$ cat config.mk
export PLATFORM = sky130hd
export DESIGN_NAME = debug_dump_sender
export DESIGN_NICKNAME = d
export VERILOG_FILES = /design/src/rtl/debug_dump_sender_pkg.sv /design/src/rtl/debug_byte_serializer.sv /design/src/rtl/debug_dump_sender.sv
export SDC_FILE = /design/constraint.sdc
export NUM_CORES = 1
export LEC_CHECK = 0
export CAP_MARGIN = 5
export CORE_ASPECT_RATIO = 1.4
export CORE_MARGIN = 2
export CORE_UTILIZATION = 30
export CTS_CLUSTER_SIZE = 24
export DETAILED_ROUTE_END_ITERATION = 16
export GPL_ROUTABILITY_DRIVEN = 0
export HOLD_SLACK_MARGIN = 0.02
export PLACE_DENSITY_LB_ADDON = 0.25
export SLEW_MARGIN = 20
export SYNTH_ARGS = -nofsm -noshare
export SYNTH_HDL_FRONTEND = slang
export SYNTH_SLANG_ARGS = --single-unit
$ cat constraint.sdc
create_clock -name comm_clock -period 2.8 [get_ports comm_clock]
set_input_delay 0.56 -clock comm_clock [delete_from_list [all_inputs] [get_ports comm_clock]]
set_output_delay 0.56 -clock comm_clock [all_outputs]
set_load 0.1 [all_outputs]
$ cat src/rtl/debug_dump_sender_pkg.sv
// Shared definitions for the debug dump sender: frame constants, command bytes
// shared with the serial command receiver, and the dump FSM state encoding.
// Optional feature macro: DUMP_CHECKSUM_EN (adds the CHECK state).
package debug_dump_sender_pkg;

    localparam logic [7:0] DUMP_HEADER = 8'hA5;
    localparam logic [7:0] CMD_RECORD  = 8'h30;

    typedef enum logic [3:0] {
        ST_IDLE   = 4'd0,
        ST_HEADER = 4'd1,
        ST_CNT_HI = 4'd2,
        ST_CNT_LO = 4'd3,
        ST_FETCH  = 4'd4,
        ST_LOAD   = 4'd5,
        ST_SHIFT  = 4'd6,
`ifdef DUMP_CHECKSUM_EN
        ST_CHECK  = 4'd7,
`endif
        ST_DONE   = 4'd8
    } dump_state_t;

endpackage

$ cat src/rtl/debug_byte_serializer.sv
// Byte serializer for the debug dump sender: captures one sample word and
// presents it one byte at a time, most significant byte first.
// Optional feature macro of the enclosing design: DUMP_CHECKSUM_EN (not used here).
module debug_byte_serializer #(
    parameter int SAMPLE_WIDTH = 32
) (
    input  logic                    clk,
    input  logic                    rst,
    input  logic                    load,
    input  logic [SAMPLE_WIDTH-1:0] word,
    input  logic                    advance,
    output logic [7:0]              byte_out,
    output logic                    last_byte
);

    localparam int NBYTES = SAMPLE_WIDTH / 8;
    localparam int CW     = (NBYTES > 1) ? $clog2(NBYTES) : 1;

    logic [SAMPLE_WIDTH-1:0] shift_reg;
    logic [CW-1:0]           byte_cnt;

    // Sample word holder: shifts left one byte per accepted byte so the next byte sits on top.
    always_ff @(posedge clk) begin
        if (load) begin
            shift_reg <= word;
        end else if (advance) begin
            shift_reg <= shift_reg << 8;
        end
    end

    // Counts bytes already emitted from the current word.
    always_ff @(posedge clk or posedge rst) begin
        if (rst) begin
            byte_cnt <= '0;
        end else if (load) begin
            byte_cnt <= '0;
        end else if (advance) begin
            byte_cnt <= byte_cnt + CW'(1);
        end
    end

    assign byte_out  = shift_reg[SAMPLE_WIDTH-1 -: 8];
    assign last_byte = (byte_cnt == CW'(NBYTES - 1));

endmodule

$ cat src/rtl/debug_dump_sender.sv
// Debug dump sender: after recording, reads samples from the record RAM and
// streams a framed byte sequence (A5, count hi, count lo, samples MSB first,
// optional XOR checksum) into the TX FIFO with valid/ready handshaking.
// Optional feature macro: DUMP_CHECKSUM_EN (appends the checksum byte).
module debug_dump_sender
    import debug_dump_sender_pkg::*;
#(
    parameter int SAMPLE_WIDTH = 32,
    parameter int DEPTH_BITS   = 8
) (
    input  logic                    comm_clock,
    input  logic                    comm_reset,
    input  logic                    dump_start,
    input  logic [DEPTH_BITS:0]     sample_count,
    output logic [DEPTH_BITS-1:0]   mem_addr,
    input  logic [SAMPLE_WIDTH-1:0] mem_data,
    input  logic                    out_ready,
    output logic                    out_valid,
    output logic [7:0]              out_data,
    output logic                    dump_busy,
    output logic                    dump_done
);

    localparam logic [15:0] MAX_COUNT = 16'(1 << DEPTH_BITS);

`ifdef DUMP_CHECKSUM_EN
    localparam dump_state_t AFTER_DATA = ST_CHECK;
`else
    localparam dump_state_t AFTER_DATA = ST_DONE;
`endif

    dump_state_t           state;
    dump_state_t           state_n;
    logic [15:0]           count_q;
    logic [15:0]           req_count;
    logic [15:0]           clamped_count;
    logic [DEPTH_BITS-1:0] addr_q;
    logic                  last_sample;
    logic                  load_word;
    logic                  advance_byte;
    logic [7:0]            ser_byte;
    logic                  ser_last;
`ifdef DUMP_CHECKSUM_EN
    logic [7:0]            csum_q;
`endif

    assign req_count     = 16'(sample_count);
    assign clamped_count = (req_count > MAX_COUNT) ? MAX_COUNT : req_count;
    assign last_sample   = (16'(addr_q) == (count_q - 16'd1));
    assign mem_addr      = addr_q;
    assign dump_busy     = (state != ST_IDLE) && (state != ST_DONE);
    assign dump_done     = (state == ST_DONE);

    debug_byte_serializer #(
        .SAMPLE_WIDTH(SAMPLE_WIDTH)
    ) u_serializer (
        .clk      (comm_clock),
        .rst      (comm_reset),
        .load     (load_word),
        .word     (mem_data),
        .advance  (advance_byte),
        .byte_out (ser_byte),
        .last_byte(ser_last)
    );

    // FSM state register.
    always_ff @(posedge comm_clock or posedge comm_reset) begin
        if (comm_reset) begin
            state <= ST_IDLE;
        end else begin
            state <= state_n;
        end
    end

    // Next-state and output decode; each byte state holds until its byte is accepted.
    always_comb begin
        state_n      = state;
        out_valid    = 1'b0;
        out_data     = 8'h00;
        load_word    = 1'b0;
        advance_byte = 1'b0;
        case (state)
            ST_IDLE: begin
                if (dump_start) state_n = ST_HEADER;
            end
            ST_HEADER: begin
                out_valid = 1'b1;
                out_data  = DUMP_HEADER;
                if (out_ready) state_n = ST_CNT_HI;
            end
            ST_CNT_HI: begin
                out_valid = 1'b1;
                out_data  = count_q[15:8];
                if (out_ready) state_n = ST_CNT_LO;
            end
            ST_CNT_LO: begin
                out_valid = 1'b1;
                out_data  = count_q[7:0];
                if (out_ready) state_n = (count_q == 16'd0) ? AFTER_DATA : ST_FETCH;
            end
            ST_FETCH: begin
                state_n = ST_LOAD;
            end
            ST_LOAD: begin
                load_word = 1'b1;
                state_n   = ST_SHIFT;
            end
            ST_SHIFT: begin
                out_valid = 1'b1;
                out_data  = ser_byte;
                if (out_ready) begin
                    advance_byte = 1'b1;
                    if (ser_last) state_n = last_sample ? AFTER_DATA : ST_FETCH;
                end
            end
`ifdef DUMP_CHECKSUM_EN
            ST_CHECK: begin
                out_valid = 1'b1;
                out_data  = csum_q;
                if (out_ready) state_n = ST_DONE;
            end
`endif
            ST_DONE: begin
                state_n = ST_IDLE;
            end
            default: begin
                state_n = ST_IDLE;
            end
        endcase
    end

    // Latch the clamped count on an accepted start; step the RAM address after each full sample.
    always_ff @(posedge comm_clock or posedge comm_reset) begin
        if (comm_reset) begin
            count_q <= 16'd0;
            addr_q  <= '0;
        end else begin
            if (state == ST_IDLE && dump_start) begin
                count_q <= clamped_count;
                addr_q  <= '0;
            end else if (state == ST_SHIFT && out_ready && ser_last && !last_sample) begin
                addr_q <= addr_q + DEPTH_BITS'(1);
            end
        end
    end

`ifdef DUMP_CHECKSUM_EN
    // Running XOR of every byte sent after the header.
    always_ff @(posedge comm_clock or posedge comm_reset) begin
        if (comm_reset) begin
            csum_q <= 8'h00;
        end else if (state == ST_IDLE && dump_start) begin
            csum_q <= 8'h00;
        end else if (out_valid && out_ready &&
                     (state == ST_CNT_HI || state == ST_CNT_LO || state == ST_SHIFT)) begin
            csum_q <= csum_q ^ out_data;
        end
    end
`endif

endmodule

# ---- Yosys cells after proc, flatten, opt, wreduce, memory -nomap -nowiden
# Index checks and enable logic that the tools add are counted.
dict set report classes {
  muxes 21
  n_eq_ne 16
  magnitude_cmp 1
  n_reduce_logical 13
  add_sub_neg 3
}
# operator count
set op_table {}
lappend op_table {{$mux 32} 2}
lappend op_table {{$mux 4} 8}
lappend op_table {{$pmux 8 s4} 1}
lappend op_table {{$pmux 4 s7} 1}
lappend op_table {{$eq 8x16->1} 1}
lappend op_table {{$logic_not 16->1} 1}
lappend op_table {{$mux 8} 2}
lappend op_table {{$sub 16x1->16 const B} 1}
lappend op_table {{$eq 4x3->1 const B} 3}
lappend op_table {{$ne 2x2->1 const B} 6}
lappend op_table {{$gt 9x9->1 const B} 1}
lappend op_table {{$mux 9} 1}
lappend op_table {{$add 8x1->8 const B} 1}
lappend op_table {{$eq 4x2->1 const B} 2}
lappend op_table {{$reduce_and 6->1} 1}
lappend op_table {{$logic_and 1x1->1} 5}
lappend op_table {{$eq 4x1->1 const B} 1}
lappend op_table {{$eq 4x4->1 const B} 1}
lappend op_table {{$logic_not 4->1} 1}
lappend op_table {{$mux 1} 4}
lappend op_table {{$mux 2} 2}
lappend op_table {{$ne 4x4->1 const B} 1}
lappend op_table {{$reduce_bool 2->1} 2}
lappend op_table {{$reduce_bool 4->1} 1}
lappend op_table {{4 further kinds} 4}
dict set report word_totals {
  input_bits 45
  elab_cells 59
  output_inout_bits 19
  register_bits 62
}

# ---- Depth between registers and ports, before layout
# Gate-level depths: netlist (run 1).
dict set report depth {
  ltp_word 6
  depth_mapped 11
  ltp_nobuf 9
}

# ---- Modules after synthesis
# From an unflattened synthesis (run 1), not the netlist that was laid out.
dict set report hier_totals {
  cells_unflattened 285
  area_unflattened_um2 3181.8
}
# module seq_area_each_um2 area_per_inst_um2 cells_each instances
set by_module_without_submodules {}
lappend by_module_without_submodules {debug_dump_sender 525.5 1615.3 200 1}
lappend by_module_without_submodules {debug_byte_serializer 1011.0 1566.5 85 1}

# ---- Worst setup path after synthesis (run 1)
# Ideal clock, no wire load.
dict set report synth_timing {
  path_type {flip-flop to output port}
  startpoint {reg state[2]}
  endpoint {out out_data[5]}
  stages_incl_launch_ff 5
  arrival_time_ps 2410
  n_path_buf 1
  required_ps 2240
  path_slack_ps -170
  path_cell_list {dfrtp_1 > clkbuf_1 > nor2b_1 > nand3_1 > a21oi_1}
}
dict set report synth_between {
  elab_chain_len 2
  word_cells_on_any_way 5
  cone_classes {4 x eq/ne; 1 x mux}
}
# item line_no
set synth_lines {}
lappend synth_lines {{start: declaration} debug_dump_sender.sv:32} ;# dump_state_t state;
lappend synth_lines {{start signal: assignment} debug_dump_sender.sv:71} ;# state <= state_n;
lappend synth_lines {{$eq 4x3->1 (tied with other cells)} debug_dump_sender.sv:82} ;# case (state)
lappend synth_lines {{$pmux 8 s4 (*)} debug_dump_sender.sv:82}
lappend synth_lines {{end: declaration} debug_dump_sender.sv:19} ;# output logic [7:0] out_data,
# Mark *: on every way between the ends. The rest lies on a longest branch, timed or not.

# ---- Final worst setup path (run 1)
dict set report layout_timing {
  startpoint {reg state[0]}
  endpoint {out out_data[1]}
}
# The elaborated chain is that of the path after synthesis.

==> metrics, run 1 <==
share of post-route cells with drive strength above 1 0.225; remaining max-slew budget at the tightest pin 0.660; CTS Buf Count 5; total number of vias 2,322; CTS sink count 55; total placed instance area 3850 um2; Post-Route Setup TNS 0 ns; global-route total usage across every layer 0.134; worst setup path category flop to primary output; maximum buffer depth of the clock tree 2; number of enable-type register cells in the synthesized netlist 32; violation count after the first detailed-route iteration 97; Synth cell types 51; hold violation total from the final report 0; reg-to-reg endpoint mem_addr[4]$_DFFE_PP0P_; period utilization 0.922; Static Leakage 1.47 nW; clock transition at the register clock pins on the worst setup and hold paths after CTS 0.07 ns; number of antenna violations at the first check in global routing 0; post-synthesis instance area 2970 um2; DRC violations left 0; cell depth of the worst flop-to-flop path 7; predominant post-synthesis flop cell edfxtp_1; clock tree from TritonCTS built; overflow left after global routing 0; antenna diode count 0; I/O pin count 64; required time of the critical path 2.24 ns; power per unit of standard cell area 1040 nW/um2; number of max-slew violations in the final report 0; critical register-to-register path startpoint count_q[3]$_DFFE_PP0P_; area of the die 10,700 um2; # Post-CTS Setup Buffers 0; Yosys warning count 0; Fill cells 1,002; number of H-tree branching levels 2; startpoint of the most critical hold path u_serializer.shift_reg[19]$_DFFE_PP_; post-detailed-route wirelength per cell 14.9 um; worst slack at placement 0.243 ns; drt via density 4.96; Final Routed Wirelength 6970 um; Initial Utilization 0.303; highest-count cells in the layout ignoring fill and taps 44 x clkdlybuf4s50_1, 32 x edfxtp_1, 24 x mux2_2, 23 x o21ai_0, 23 x dfrtp_1; Setup crit start kind flop; FF-to-FF setup slack 0.27 ns; number of nets in the layout 380; number of rows created at floorplan 43; Hold Slack 0.551 ns; detailed placer's ending HPWL 5110 um; total power of the final layout 4.16 mW; proportion of register bits with asynchronous set or reset after synthesis 0.418; number of non-filler instances in the completed layout 468; Resized cells post-CTS 0; hold-critical path endpoint u_serializer.shift_reg[27]$_DFFE_PP_; die width 88.1 um; RSZ-0062 raised after global routing false; Critical Path Fanout Max 15; CP Data Arrival Time 2.02 ns; final worst path period need 2.58 ns; hold path cells 1; Peak VDD IR 0.413 mV; pin count of the biggest net entering global routing 35; Layout Area Growth over Synthesis 34.7%; later-pin clock latency in the skew report 0.29 ns; Port-buffer cells 63; Mapped Cells 268; Worst Tran Pin Value 0.509 ns; number of max-cap violations 0; first-pass GRT wire length 11,300 um; DRT Pass-1 Iters 4; setup violators final 0; nature of the critical path endpoint primary output; Cells after DPL 460; highest clock rate 387 MHz; Clk Tree Root Cell clkbuf_16; worst min path class flop to flop; post-route clock skew 0.00538 ns; Largest register FFs 32; register bit count reported by yosys 55; outcome completed; number of antenna-violating nets in the routed design 0; vias in the first global route 2,325; Synth Area per Inst 11.1 um2; Design Area, Final 4000 um2; most common library cell in the layout ignoring fill and taps clkdlybuf4s50_1; slack of the critical path 0.218 ns; post-synthesis sequential area ratio 0.517; vertical die dimension 122 um; number of buffers added to fix hold violations after cts 0; Mapped Nets 316; final standard cell utilization of the core 0.408; area of the core 9790 um2
==> routing by layer <==
| metal | share of wire | GRT usage |
|---|---|---|
| met4 | 0.020 | 0.0445 |
| met5 | 0 | 0 |
| met1 | 0.40 | 0.159 |
| met3 | 0.054 | 0.0285 |
| met2 | 0.52 | 0.236 |
==> cell families after synthesis <==
family                   count (synthesis)  share of synthesized area
AND/OR/NAND/NOR                         81                      0.157
AO/OA/AOI/OAI                           69                      0.151
flip-flops                              55                      0.517
buffers and inverters                   26                     0.0413
multiplexers                            24                     0.0910
XOR/XNOR                                10                     0.0295
adder cells (fa/ha/maj)                  3                     0.0126
==> final cells by class <==
cell class | count | area [um2] | share of cell area
Inverter | 11 | 41.3 | 0.0103
Clock buffer | 5 | 125 | 0.0313
Tap cell | 135 | 169 | 0.0422
Clock inverter | 3 | 18.8 | 0.00469
Sequential cell | 55 | 1540 | 0.384
Multi-Input combinational cell | 187 | 1330 | 0.333
Timing Repair Buffer | 72 | 776 | 0.194
==> where the power goes <==
group | internal (mW) | switching, mW
Clock | 0.331 | 0.285
Sequential | 1.13 | 0.225
Combinational | 0.866 | 1.32
==> Yosys cell counts, drive strengths merged (5+ instances only) <==
master	number	area share
or3	5	0.011
nand2	16	0.020
and2	10	0.021
clkbuf	9	0.011
nand2b	6	0.013
a21oi	18	0.030
o21ai	24	0.042
dfrtp	23	0.19
xnor2	8	0.024
buf	6	0.016
nand3	7	0.012
edfxtp	32	0.32
mux2	24	0.091
nor2	11	0.014
inv	11	0.014
==> how the worst max path moves through the flow <==
| stage | startpoint | to | depth (start not counted) |
|---|---|---|---|
| after detailed placement | out_ready | mem_addr[4]$_DFFE_PP0P_ | 5 |
| after global routing | count_q[2]$_DFFE_PP0P_ | mem_addr[4]$_DFFE_PP0P_ | 7 |
| after global placement | out_ready | mem_addr[4]$_DFFE_PP0P_ | 5 |
| after CTS | state[0]$_DFFE_PP0P_ | out_data[4] | 6 |
| after floorplan | state[1]$_DFFE_PP0P_ | out_valid | 4 |
| final | state[0]$_DFFE_PP0P_ | out_data[1] | 6 |
==> worst max-delay path, stage by stage, from the launching register on <==
cell and delay [ns]:
dfrtp_1 0.63, inv_1 0.11, buf_4 0.18, nor4_1 0.23, buf_4 0.19, a22o_1 0.20, buf_12 0.19
(Power assumes the default switching activity.)
==> run 2, diff against run 1 <==
Settings changed: PLACE_DENSITY_LB_ADDON 0.25 to 0.3.
==> run 2 against run 1 <==
  * Non-clock buffer count grew 1
  * Critical path type is now flop to flop
  * Power grew 0.65%
  * Core utilization grew 0.27 points
  * Sequential share of layout area shrank 0.25 points
  * Global-route usage grew 0.53 points
  * Worst hold slack lost 0.0013 ns
  * Maximum frequency shrank 0.12%
  * Final cell count grew 0.21%
  * Cell area grew 0.66%
  * Combinational power is essentially flat
  * Largest power group unchanged
==> metrics, run 2 (synthesis results as in run 1) <==
outcome completed (unchanged); Int Pwr 2.34 mW (was 2.33 mW); post-route clock skew 0.00760 ns (was 0.00538 ns); DRT Pass-1 Iters 4 (unchanged); nature of the critical path endpoint flop (was primary output); Clk Tree Root Cell clkbuf_16 (unchanged); number of nets in the layout 381 (was 380); number of non-filler instances in the completed layout 469 (was 468); most common library cell in the layout ignoring fill and taps clkdlybuf4s50_1 (unchanged); Design Area, Final 4030 um2 (was 4000 um2); total power of the final layout 4.19 mW (was 4.16 mW); power per unit of standard cell area 1040 nW/um2 (about the same); detailed placer's ending HPWL 5020 um (was 5110 um); required time of the critical path 3.02 ns (was 2.24 ns); highest clock rate 387 MHz (about the same); hold violation total from the final report 0 (unchanged); routed wl met2 3490 um (was 3640 um); DRC violations left 0 (unchanged); share of power burned in combinational logic 0.523 (was 0.526); # Post-CTS Setup Buffers 0 (unchanged); Largest register FFs 32 (unchanged); area of the multi-input gates 1330 um2 (unchanged); Clock power frac 0.152 (was 0.148); CTS Buf Count 5 (unchanged); antenna diode count 0 (unchanged); final standard cell utilization of the core 0.411 (was 0.408); worst min path class flop to flop (unchanged); Critical Path Fanout Max 13 (was 15); Static Leakage 1.48 nW (was 1.47 nW); Post-Route Setup TNS 0 ns (unchanged); cell depth of the worst flop-to-flop path 7 (unchanged); vertical die dimension 122 um (unchanged); CTS sink count 55 (unchanged); Peak VDD IR 0.376 mV (was 0.413 mV); Hold Slack 0.549 ns (was 0.551 ns); setup violators final 0 (unchanged); routed metal-1 wirelength 2780 um (was 2820 um); number of buffers added to fix hold violations after cts 0 (unchanged); share of post-route cells with drive strength above 1 0.228 (was 0.225); Worst Tran Pin Value 0.546 ns (was 0.509 ns); number of antenna-violating nets in the routed design 0 (unchanged); number of H-tree branching levels 2 (unchanged); number of max-cap violations 0 (unchanged); RSZ-0062 raised after global routing false (unchanged); overflow left after global routing 0 (unchanged); Setup crit start kind flop (unchanged); Critical Path Start count_q[2]$_DFFE_PP0P_ (was state[0]$_DFFE_PP0P_); clock tree from TritonCTS built (unchanged); startpoint of the most critical hold path u_serializer.shift_reg[19]$_DFFE_PP_ (unchanged); worst slack at placement 0.262 ns (was 0.243 ns); number of rows created at floorplan 43 (unchanged); first-pass GRT wire length 11,700 um (was 11,300 um); clock transition at the register clock pins on the worst setup and hold paths after CTS 0.08 ns (was 0.07 ns); hold path cells 1 (unchanged); Port-buffer cells 63 (unchanged); area occupied by registers 1540 um2 (unchanged); violation count after the first detailed-route iteration 180 (was 97); period utilization 0.923 (was 0.922); highest metal layer with signal wires met4 (unchanged); CP Data Arrival Time 2.81 ns (was 2.02 ns); area of the core 9790 um2 (unchanged); area of the die 10,700 um2 (unchanged); vias in the first global route 2,343 (was 2,325); total number of vias 2,296 (was 2,322); switching share of power 0.441 (was 0.440); number of max-slew violations in the final report 0 (unchanged); critical register-to-register path startpoint count_q[2]$_DFFE_PP0P_ (was count_q[3]$_DFFE_PP0P_); Cells after DPL 461 (was 460); switching power 1.85 mW (was 1.83 mW); slack of the critical path 0.215 ns (was 0.218 ns); maximum buffer depth of the clock tree 2 (unchanged); pin count of the biggest net entering global routing 36 (was 35); Resized cells post-CTS 0 (unchanged); Final Routed Wirelength 6860 um (was 6970 um); I/O pin count 64 (unchanged); post-detailed-route wirelength per cell 14.6 um (was 14.9 um); Fill cells 979 (was 1,002); later-pin clock latency in the skew report 0.30 ns (was 0.29 ns); final worst path period need 2.58 ns (about the same); total placed instance area 3870 um2 (was 3850 um2); Initial Utilization 0.303 (unchanged); remaining max-slew budget at the tightest pin 0.633 (was 0.660); share of power burned in registers 0.325 (was 0.326); number of antenna violations at the first check in global routing 0 (unchanged); die width 88.1 um (unchanged); wire length on met3 442 um (was 373 um); global-route total usage across every layer 0.139 (was 0.134); Layout Area Growth over Synthesis 35.6% (was 34.7%); highest-count cells in the layout ignoring fill and taps 44 x clkdlybuf4s50_1, 32 x edfxtp_1, 24 x mux2_2, 23 x o21ai_0, 23 x dfrtp_1 (unchanged); worst setup path category flop to flop (was flop to primary output); drt via density 4.90 (was 4.96)
## run 2: cell count changes in the layout (fill, tap and decap cells not counted)
cell,delta
clkinv_4,+2
clkinvlp_4,+1
clkinv_2,-1
inv_6,-1
buf_12,+1
clkinvlp_2,-1
## run 2: path summary, 6_finish.rpt
check / to / slack, ns
worst min register to register: u_serializer.shift_reg[27]$_DFFE_PP_ / 0.55
max in group asynchronous: count_q[5]$_DFFE_PP0P_ / 1.95
worst max-delay path: mem_addr[4]$_DFFE_PP0P_ / 0.22
min in group asynchronous: mem_addr[2]$_DFFE_PP0P_ / 0.62
worst min-delay path: u_serializer.shift_reg[27]$_DFFE_PP_ / 0.55
worst max register to register: mem_addr[4]$_DFFE_PP0P_ / 0.22
## run 2: cell type report
type | instances | share of cell area
Sequential cell | 55 | 0.382
Multi-Input combinational cell | 187 | 0.331
Timing Repair Buffer | 73 | 0.198
Tap cell | 135 | 0.0420
Clock buffer | 5 | 0.0311
Inverter | 11 | 0.0103
Clock inverter | 3 | 0.00622
## run 2: critical path: stages, from the launching register on
cell,delay [ns]
dfrtp_1,0.49
nor4_1,0.56
a21o_1,0.20
a21oi_1,0.06
o2111ai_1,0.33
o21ai_2,0.20
or4_1,0.53
a21oi_1,0.15
## run 2: layer usage
layer  GRT usage  up-vias
li1            -     1125
met1       0.167     1083
met4      0.0502        0
met5           0        -
met2       0.238       73
met3      0.0352       15
## run 2: power groups by stage
stage	combinational [mW]	sequential, mW	clock, mW
after floorplan	1.56	1.27	0
after global placement	2.19	1.36	0
after detailed placement	2.21	1.38	0
after CTS	2.21	1.36	0.652
after global routing	2.36	1.40	0.686
final	2.19	1.36	0.638
==> run 3, diff against run 2 <==
Settings changed: ABC_CLOCK_PERIOD_IN_PS set to 2800.
==> results of run 3 <==
No change in the layout: final DEF, timing and power equal those of run 2.
